[config.mk]
export PLATFORM = sky130hd
export DESIGN_NAME = div_request_scheduler_flat
export DESIGN_NICKNAME = d
export VERILOG_FILES = /design/src/rtl/div_request_scheduler_if.sv /design/src/rtl/div_request_scheduler.sv /design/src/flat_wrapper.sv
export SDC_FILE = /design/constraint.sdc
export NUM_CORES = 1
export LEC_CHECK = 0
export ABC_AREA = 1
export CAP_MARGIN = 20
export CORE_MARGIN = 2
export CORE_UTILIZATION = 49
export DETAILED_ROUTE_END_ITERATION = 12
export DONT_BUFFER_PORTS = 1
export PLACE_DENSITY = 0.69
export SYNTH_ARGS = -nofsm -noshare
export SYNTH_HDL_FRONTEND = slang
export SYNTH_SLANG_ARGS = --single-unit
[constraint.sdc]
create_clock -name clk -period 2.6 [get_ports clk]
set_input_delay 0.39 -clock clk [delete_from_list [all_inputs] [get_ports clk]]
set_output_delay 0.39 -clock clk [all_outputs]
set_load 0.02 [all_outputs]
[src/rtl/div_request_scheduler_if.sv]
// Bundle between the request source, the divider and the result consumer.
// slave is the scheduler's view; master is the surrounding environment.
interface div_request_scheduler_if #(parameter int WIDTH = 16);
  // Valid/ready: a transfer happens on a rising clk edge where valid && ready.
  // Once valid rises, it and its data stay stable until that edge.
  // div_start and div_done are single-cycle pulses with no back-pressure.
  logic             in_valid;
  logic             in_ready;
  logic [WIDTH-1:0] in_numerator;
  logic [WIDTH-1:0] in_denominator;
  logic             div_start;
  logic [WIDTH-1:0] div_numerator;
  logic [WIDTH-1:0] div_denominator;
  logic [WIDTH-1:0] div_quotient;
  logic             div_done;
  logic             out_valid;
  logic             out_ready;
  logic [WIDTH-1:0] out_quotient;
  logic             out_dbz;

  modport slave (
    input  in_valid, in_numerator, in_denominator, div_quotient, div_done, out_ready,
    output in_ready, div_start, div_numerator, div_denominator, out_valid, out_quotient, out_dbz
  );

  modport master (
    output in_valid, in_numerator, in_denominator, div_quotient, div_done, out_ready,
    input  in_ready, div_start, div_numerator, div_denominator, out_valid, out_quotient, out_dbz
  );
endinterface

[src/rtl/div_request_scheduler.sv]
// Request FIFO and single-outstanding issue FSM in front of the restoring divider.
// Optional macro DIV_ZERO_BYPASS_EN answers zero-denominator requests locally.
module div_request_scheduler #(
  parameter int DEPTH = 4,
  parameter int WIDTH = 16
) (
  input  logic                         clk,
  input  logic                         reset,
  div_request_scheduler_if.slave       bus,
  output logic [1:0]                   fsm_state
);
  localparam int AW = $clog2(DEPTH);
  localparam logic [AW:0] FULL = (AW+1)'(DEPTH);

  localparam logic [1:0] IDLE  = 2'd0;
  localparam logic [1:0] ISSUE = 2'd1;
  localparam logic [1:0] WAIT  = 2'd2;
  localparam logic [1:0] HOLD  = 2'd3;

  logic [1:0]       state, state_nxt;
  logic [WIDTH-1:0] num_mem [DEPTH];
  logic [WIDTH-1:0] den_mem [DEPTH];
  logic [AW-1:0]    wr_ptr, rd_ptr;
  logic [AW:0]      count;
  logic             push, pop, issue_entry, head_zero, bypass;
  logic             start_q, valid_q;
  logic [WIDTH-1:0] num_q, den_q, quot_q;

  assign bus.in_ready        = (count != FULL);
  assign push                = bus.in_valid && bus.in_ready;
  assign pop                 = (state == ISSUE);
  assign bus.div_start       = start_q;
  assign bus.div_numerator   = num_q;
  assign bus.div_denominator = den_q;
  assign bus.out_valid       = valid_q;
  assign bus.out_quotient    = quot_q;
  assign fsm_state           = state;

`ifdef DIV_ZERO_BYPASS_EN
  logic dbz_q;
  assign head_zero   = (den_mem[rd_ptr] == '0);
  // den_q holds the popped head while in ISSUE
  assign bypass      = (state == ISSUE) && (den_q == '0);
  assign bus.out_dbz = dbz_q;

  always_ff @(posedge clk or negedge reset) begin
    if (!reset) begin
      dbz_q <= 1'b0;
    end else if (bypass) begin
      dbz_q <= 1'b1;
    end else if (state == WAIT && bus.div_done) begin
      dbz_q <= 1'b0;
    end
  end
`else
  assign head_zero   = 1'b0;
  assign bypass      = 1'b0;
  assign bus.out_dbz = 1'b0;
`endif

  always_comb begin
    state_nxt   = state;
    issue_entry = 1'b0;
    case (state)
      IDLE: begin
        if (count != '0) begin
          state_nxt   = ISSUE;
          issue_entry = 1'b1;
        end
      end
      ISSUE: state_nxt = bypass ? HOLD : WAIT;
      WAIT: begin
        if (bus.div_done) state_nxt = HOLD;
      end
      HOLD: begin
        if (bus.out_ready) begin
          if (count != '0) begin
            state_nxt   = ISSUE;
            issue_entry = 1'b1;
          end else begin
            state_nxt = IDLE;
          end
        end
      end
      default: state_nxt = IDLE;
    endcase
  end

  // Storage needs no reset: entries are only read when count says they are valid.
  always_ff @(posedge clk) begin
    if (push) begin
      num_mem[wr_ptr] <= bus.in_numerator;
      den_mem[wr_ptr] <= bus.in_denominator;
    end
  end

  always_ff @(posedge clk or negedge reset) begin
    if (!reset) begin
      state   <= IDLE;
      wr_ptr  <= '0;
      rd_ptr  <= '0;
      count   <= '0;
      start_q <= 1'b0;
      num_q   <= '0;
      den_q   <= '0;
      valid_q <= 1'b0;
      quot_q  <= '0;
    end else begin
      state <= state_nxt;
      if (push) wr_ptr <= wr_ptr + AW'(1);
      if (pop)  rd_ptr <= rd_ptr + AW'(1);
      case ({push, pop})
        2'b10:   count <= count + (AW+1)'(1);
        2'b01:   count <= count - (AW+1)'(1);
        default: count <= count;
      endcase
      start_q <= issue_entry && !head_zero;
      if (issue_entry) begin
        num_q <= num_mem[rd_ptr];
        den_q <= den_mem[rd_ptr];
      end
      if (state == WAIT && bus.div_done) begin
        quot_q  <= bus.div_quotient;
        valid_q <= 1'b1;
      end
      if (bypass) begin
        quot_q  <= '1;
        valid_q <= 1'b1;
      end
      if (state == HOLD && bus.out_ready) valid_q <= 1'b0;
    end
  end
endmodule

[src/flat_wrapper.sv]
// flat-port wrapper written by rule: the top's interface ports become plain ports
module div_request_scheduler_flat 
#(
  parameter int DEPTH = 4,
  parameter int WIDTH = 16
)
  (clk, reset, fsm_state, bus_in_valid, bus_in_numerator, bus_in_denominator, bus_div_quotient, bus_div_done, bus_out_ready, bus_in_ready, bus_div_start, bus_div_numerator, bus_div_denominator, bus_out_valid, bus_out_quotient, bus_out_dbz);
  div_request_scheduler_if #(.WIDTH(WIDTH)) bus_i ();
  input  logic clk;
  input  logic reset;
  output logic [1:0] fsm_state;
  input wire logic [$bits(bus_i.in_valid)-1:0] bus_in_valid;
  input wire logic [$bits(bus_i.in_numerator)-1:0] bus_in_numerator;
  input wire logic [$bits(bus_i.in_denominator)-1:0] bus_in_denominator;
  input wire logic [$bits(bus_i.div_quotient)-1:0] bus_div_quotient;
  input wire logic [$bits(bus_i.div_done)-1:0] bus_div_done;
  input wire logic [$bits(bus_i.out_ready)-1:0] bus_out_ready;
  output wire logic [$bits(bus_i.in_ready)-1:0] bus_in_ready;
  output wire logic [$bits(bus_i.div_start)-1:0] bus_div_start;
  output wire logic [$bits(bus_i.div_numerator)-1:0] bus_div_numerator;
  output wire logic [$bits(bus_i.div_denominator)-1:0] bus_div_denominator;
  output wire logic [$bits(bus_i.out_valid)-1:0] bus_out_valid;
  output wire logic [$bits(bus_i.out_quotient)-1:0] bus_out_quotient;
  output wire logic [$bits(bus_i.out_dbz)-1:0] bus_out_dbz;
  assign bus_i.in_valid = bus_in_valid;
  assign bus_i.in_numerator = bus_in_numerator;
  assign bus_i.in_denominator = bus_in_denominator;
  assign bus_i.div_quotient = bus_div_quotient;
  assign bus_i.div_done = bus_div_done;
  assign bus_i.out_ready = bus_out_ready;
  assign bus_in_ready = bus_i.in_ready;
  assign bus_div_start = bus_i.div_start;
  assign bus_div_numerator = bus_i.div_numerator;
  assign bus_div_denominator = bus_i.div_denominator;
  assign bus_out_valid = bus_i.out_valid;
  assign bus_out_quotient = bus_i.out_quotient;
  assign bus_out_dbz = bus_i.out_dbz;
  div_request_scheduler #(.DEPTH(DEPTH), .WIDTH(WIDTH)) u_core (.clk(clk), .reset(reset), .bus(bus_i), .fsm_state(fsm_state));
endmodule
Word level (Yosys, flattened, before mapping)
Memory sizes are Yosys's and may differ from the RTL's. A register that Yosys moved wholly into a read port is not among the register bits. Cells that the tools add are included. Widths: inputs -> output; s select.

Bits in registers: 27. Bits in writable memories: 128. Input bits: 53. Logic and storage cells: 45. Memories: 2.

Add/sub/neg operators: 4. Equal/unequal tests: 9. Muxes and demuxes: 13. Reduce and logical (&&, ||, !) cells: 10.

Memory list: u_core.den_mem (depth 4, width 16, read ports 1, clocked after Yosys merged registers in 1, write ports 1, RTL line div_request_scheduler.sv:22) `logic [WIDTH-1:0] den_mem [DEPTH];`; u_core.num_mem (depth 4, width 16, read ports 1, clocked after Yosys merged registers in 1, write ports 1, RTL line div_request_scheduler.sv:21) `logic [WIDTH-1:0] num_mem [DEPTH];`.

Operator list (count): $pmux 2 s4 (1); $mux 1 (7); $eq 2x2->1 const B (3); $mux 2 (3); $pmux 3 s2 (1); $add 2x1->2 const B (2); $eq 2x1->1 const B (2); $ne 2x2->1 const B (2); $reduce_bool 2->1 (2); $add 3x1->3 const B (1); $logic_and 1x1->1 (3); $ne 3x3->1 const B (1); $reduce_and 3->1 (1); $reduce_bool 3->1 (1); $sub 3x1->3 const B (1); $logic_not 1->1 (2); $logic_not 2->1 (1); $ne 2x1->1 const B (1); $pmux 1 s2 (1).

Longest topological paths before layout
Depth after elaboration: 4. Depth in mapped cells: 9. Depth with buffers taken out: 9.

Least setup slack after synthesis
No wires, ideal clock.

Path type: register to register. From: register u_core.count[0]. To: memory u_core.den_mem[0][0], enable pin. Arrival time: 2188 ps. Slack: -9 ps. Cell stages (with the launch flop): 5. Period minus slack after synthesis: 2609 ps. Path through: dfrtp_1 > nor2_1 > nand2_1 > nand2_2 > nor2_1.

Longest elaborated chain between the ends: 4.

Ends and longest elaborated chain: start: declaration (RTL line div_request_scheduler.sv:24) `logic [AW:0] count;`; start signal: assignment (RTL line div_request_scheduler.sv:113) `2'b10: count <= count + (AW+1)'(1);`; start signal: assignment (RTL line div_request_scheduler.sv:114) `2'b01: count <= count - (AW+1)'(1);`; start signal: assignment (RTL line div_request_scheduler.sv:115) `default: count <= count;`; $ne 3x3->1 (RTL line div_request_scheduler.sv:29) `assign bus.in_ready = (count != FULL);`; via bus_in_ready (RTL line flat_wrapper.sv:18) `output wire logic [$bits(bus_i.in_ready)-1:0] bus_in_ready;`; $logic_and 1x1->1 (RTL line div_request_scheduler.sv:30) `assign push = bus.in_valid && bus.in_ready;`; $mux 1 (RTL line div_request_scheduler.sv:91) `if (push) begin`; $mux 1 (not written as such) (RTL line div_request_scheduler.sv:93) `den_mem[wr_ptr] <= bus.in_denominator;`; end: declaration (RTL line div_request_scheduler.sv:22).

The timed path passes the listed nets, and every way through them passes these cells.

Worst setup path after layout
From: register u_core.state[1], in the netlist u_core.fsm_state[1]. To: register u_core.count[2].

Longest elaborated chain between the ends: 3. Elaborated cells between the ends (all ways): 5.

Ends and longest elaborated chain: start: declaration (RTL line div_request_scheduler.sv:20) `logic [1:0] state, state_nxt;`; start signal: assignment (RTL line div_request_scheduler.sv:109) `state <= state_nxt;`; $eq 2x1->1 * (RTL line div_request_scheduler.sv:31) `assign pop = (state == ISSUE);`; $eq 2x1->1 or $eq 2x2->1 (tied branches) (RTL line div_request_scheduler.sv:112) `case ({push, pop})`; $pmux 3 s2 or $reduce_bool 2->1 (tied branches).

Every way passes the cells marked *; elsewhere a longest branch is shown, timed or not. A chain may end at the register's enable or synchronous reset.

==> results.cfg <==
[sta]
setup_viol = 0
hold_viol = 0
holdWs_ps = 50.68
tns_ps = 0
period_needed_ps = 2049
slew_headroom_pct = 49.05
rsz0062_at_grt = false
maxSlewViolCount = 0
post-route-period-util_pct = 78.79
worstMarginPinSlew_ps = 764.2
postLayoutSetupSlackWorst_ps = 551.4
max_freq_mhz = 488.1
finClkSkew_ps = 6.343

[critical_path]
cp.arrival_ps = 2400
r2r_setup_slack_ps = 550
critPathLaunchType = register
crit_path_max_fanout = 5
r2r_start = u_core.fsm_state[1]$_DFFE_PN0P_
worstSetupPathType = reg -> reg
worst_setup_path_end_kind = register
crit_required_ps = 2950
r2r_cells = 8
r2r_end = u_core.count[2]$_DFFE_PN0P_

[worst_hold_path]
hold_start = bus_in_denominator[2]
holdPathStages = 0
whs_endpoint = u_core.den_mem[3][2]$_DFFE_PP_
hp-class = in -> reg

[finish]
fin_area_um2 = 8606
instances_no_fill = 1006
antennaDiodeCount = 0
drive_above_1_share_pct = 6.415
syn_to_final_growth_pct = 11.24
layout.nets = 846

[clock_tree]
clk_pin_slew_worst_paths_ps = 70
cts_hold_buf = 2
cts_root_buf = clkbuf_16
clock_sinks = 187
numCtsBuffers = 17
clk_path_buf_depth = 2
clk_latency_ps = 430
post_cts_buffers = 0
tritoncts = built
cts-resized-gates = 0
h-tree-depth = 4

[synthesis]
ys_warn_count = 0
syn_nets = 844
synth.cell_area_um2 = 7736
syn-mean-instance-area_um2 = 9.918
ys_ff_latch = 187
synth_cell_types = 23
ys_seq_area_share_pct = 68.77
synth_cells = 780

[flow_run]
drv_cap = 0

[placed_design]
io_buffers = 0
dpl_cell_area_um2 = 7991
place_inst = 972
gp_congestion = 0.7521
dp_hpwl_mm = 8.518
dp_slack_ps = 552.7

[routing]
via_per_inst = 4.750
first_iter_violations = 268
avgRoutedWirePerCell_um = 14.41
drt-total-wl_mm = 14.50
vias = 4778
ant_nets = 0
drc = 0
dr.pass1.iters = 4

[die]
io_pins = 107
dieHeight_um = 129.7
core_um2 = 15310
initial_core_util_pct = 50.51
dieArea_um2 = 16810
dieWidth_um = 129.7
row_count = 45

[power_and_ir_drop]
pwr_density_cell_nw_per_um2 = 1250
ir_worst_vdd_uv = 697.1
p_leak_nw = 3.904

[global_route]
grt_max_degree = 78
gr-usage-all-layers_pct = 18.36
grt_overflow = 0
antenna_found_initial = 0
grt_pass1_wl_mm = 23.01
grt_pass1_vias = 4695

[outcome]
status = finished clean
-- routing by layer --
metal	global-route usage, %	vias up	wire (um)
li1	-	2396	-
met1	20.41	2234	5844
met2	32.65	130	7297
met3	6.235	18	1121
met4	6.894	0	235
met5	0	-	0
-- critical path, cell delays in order, from the launching register on --
cell     delay (ps)
dfrtp_1         540
inv_1           160
ha_1            250
ha_1            240
fa_1            410
nor2_1          130
nor2_1           50
nand2_1          70
xor2_1          140
-- cell usage after synthesis (all sizes together) --
cell type  number  area, um2
clkbuf          5      18.77
o211ai          1      7.510
inv            82      307.8
nand3           3      20.02
buf            24      123.9
dfrtp          59       1476
xor2            4      35.03
ha             10      125.1
edfxtp        128       3844
nor2          135      506.7
mux2            1      11.26
xnor2           1      8.760
fa              1      20.02
o21ai           3      15.01
nand2         321       1207
conb            1      3.750
a21oi           1      5.000
-- kinds of logic after synthesis --
kind of cell | after synthesis | share of synthesized area, %
AOI/OAI and AO/OA | 5 | 0.3557
other | 1 | 0.04847
buffers and inverters | 111 | 5.822
xor gates and xnor gates | 5 | 0.5660
adders and majority gates | 11 | 1.876
and+or+nand+nor | 459 | 22.42
muxes | 1 | 0.1456
DFF | 187 | 68.77
-- cell type report --
cell class              count  area, um2
clock inverters            13      143.9
multi-input cells         482       1996
clock buffers              19      432.9
well taps                 211      264.0
inverters                  82      307.8
fillers                  1310       6709
repair buffers             12      137.6
flip-flops and latches    187       5324
-- how the worst max path moves through the flow --
stage / startpoint / to / cells past startpoint
final: u_core.fsm_state[1]$_DFFE_PN0P_ / u_core.count[2]$_DFFE_PN0P_ / 8
after global routing: u_core.fsm_state[1]$_DFFE_PN0P_ / u_core.count[2]$_DFFE_PN0P_ / 8
after CTS: u_core.count[0]$_DFFE_PN0P_ / u_core.count[1]$_DFFE_PN0P_ / 6
after detailed placement: u_core.count[0]$_DFFE_PN0P_ / u_core.count[1]$_DFFE_PN0P_ / 6
after global placement: u_core.fsm_state[1]$_DFFE_PN0P_ / u_core.count[2]$_DFFE_PN0P_ / 8
after floorplan: u_core.count[0]$_DFFE_PN0P_ / u_core.den_mem[0][0]$_DFFE_PP_ / 4
-- sequential cells by signal, indices dropped and copies added, names as in the netlist, 2 cells and up --
name,cells
u_core.bus.out_quotient,16
u_core.fsm_state,2
u_core.den_mem,64
u_core.bus.div_numerator,16
u_core.rd_ptr,2
u_core.bus.div_denominator,16
u_core.wr_ptr,2
u_core.num_mem,64
u_core.count,3
-- power by group --
part           total, W  leakage, nW  internal [W]  switching [W]
logic           0.00310         1.75       0.00106        0.00204
clock network   0.00250        0.260       0.00142        0.00108
registers       0.00516         1.90       0.00410        0.00106
total            0.0108         3.90       0.00658        0.00418
-- placed cells by master (no fill, tap or decap), types with 2 or more instances in the layout --
cell type / instances
nand2_1: 320
nor2_1: 131
edfxtp_1: 128
inv_1: 79
dfrtp_1: 58
clkbuf_16: 17
ha_1: 10
buf_4: 8
clkinvlp_4: 6
nor2_4: 4
xor2_1: 4
inv_2: 3
nand3_1: 2
o21ai_0: 2
bufinv_16: 2
clkinv_4: 2
inv_6: 2
clkbuf_1: 2
buf_12: 2
-- per-stage QoR --
step / power (W) / util (%)
after floorplan: 0.007462 / -
after global placement: 0.008182 / 52.18
after detailed placement: 0.008355 / 52.18
after CTS: 0.01090 / 56.19
after global routing: 0.01159 / 56.19
final: 0.01075 / 56.19
Power figures use the tool's default switching activity.
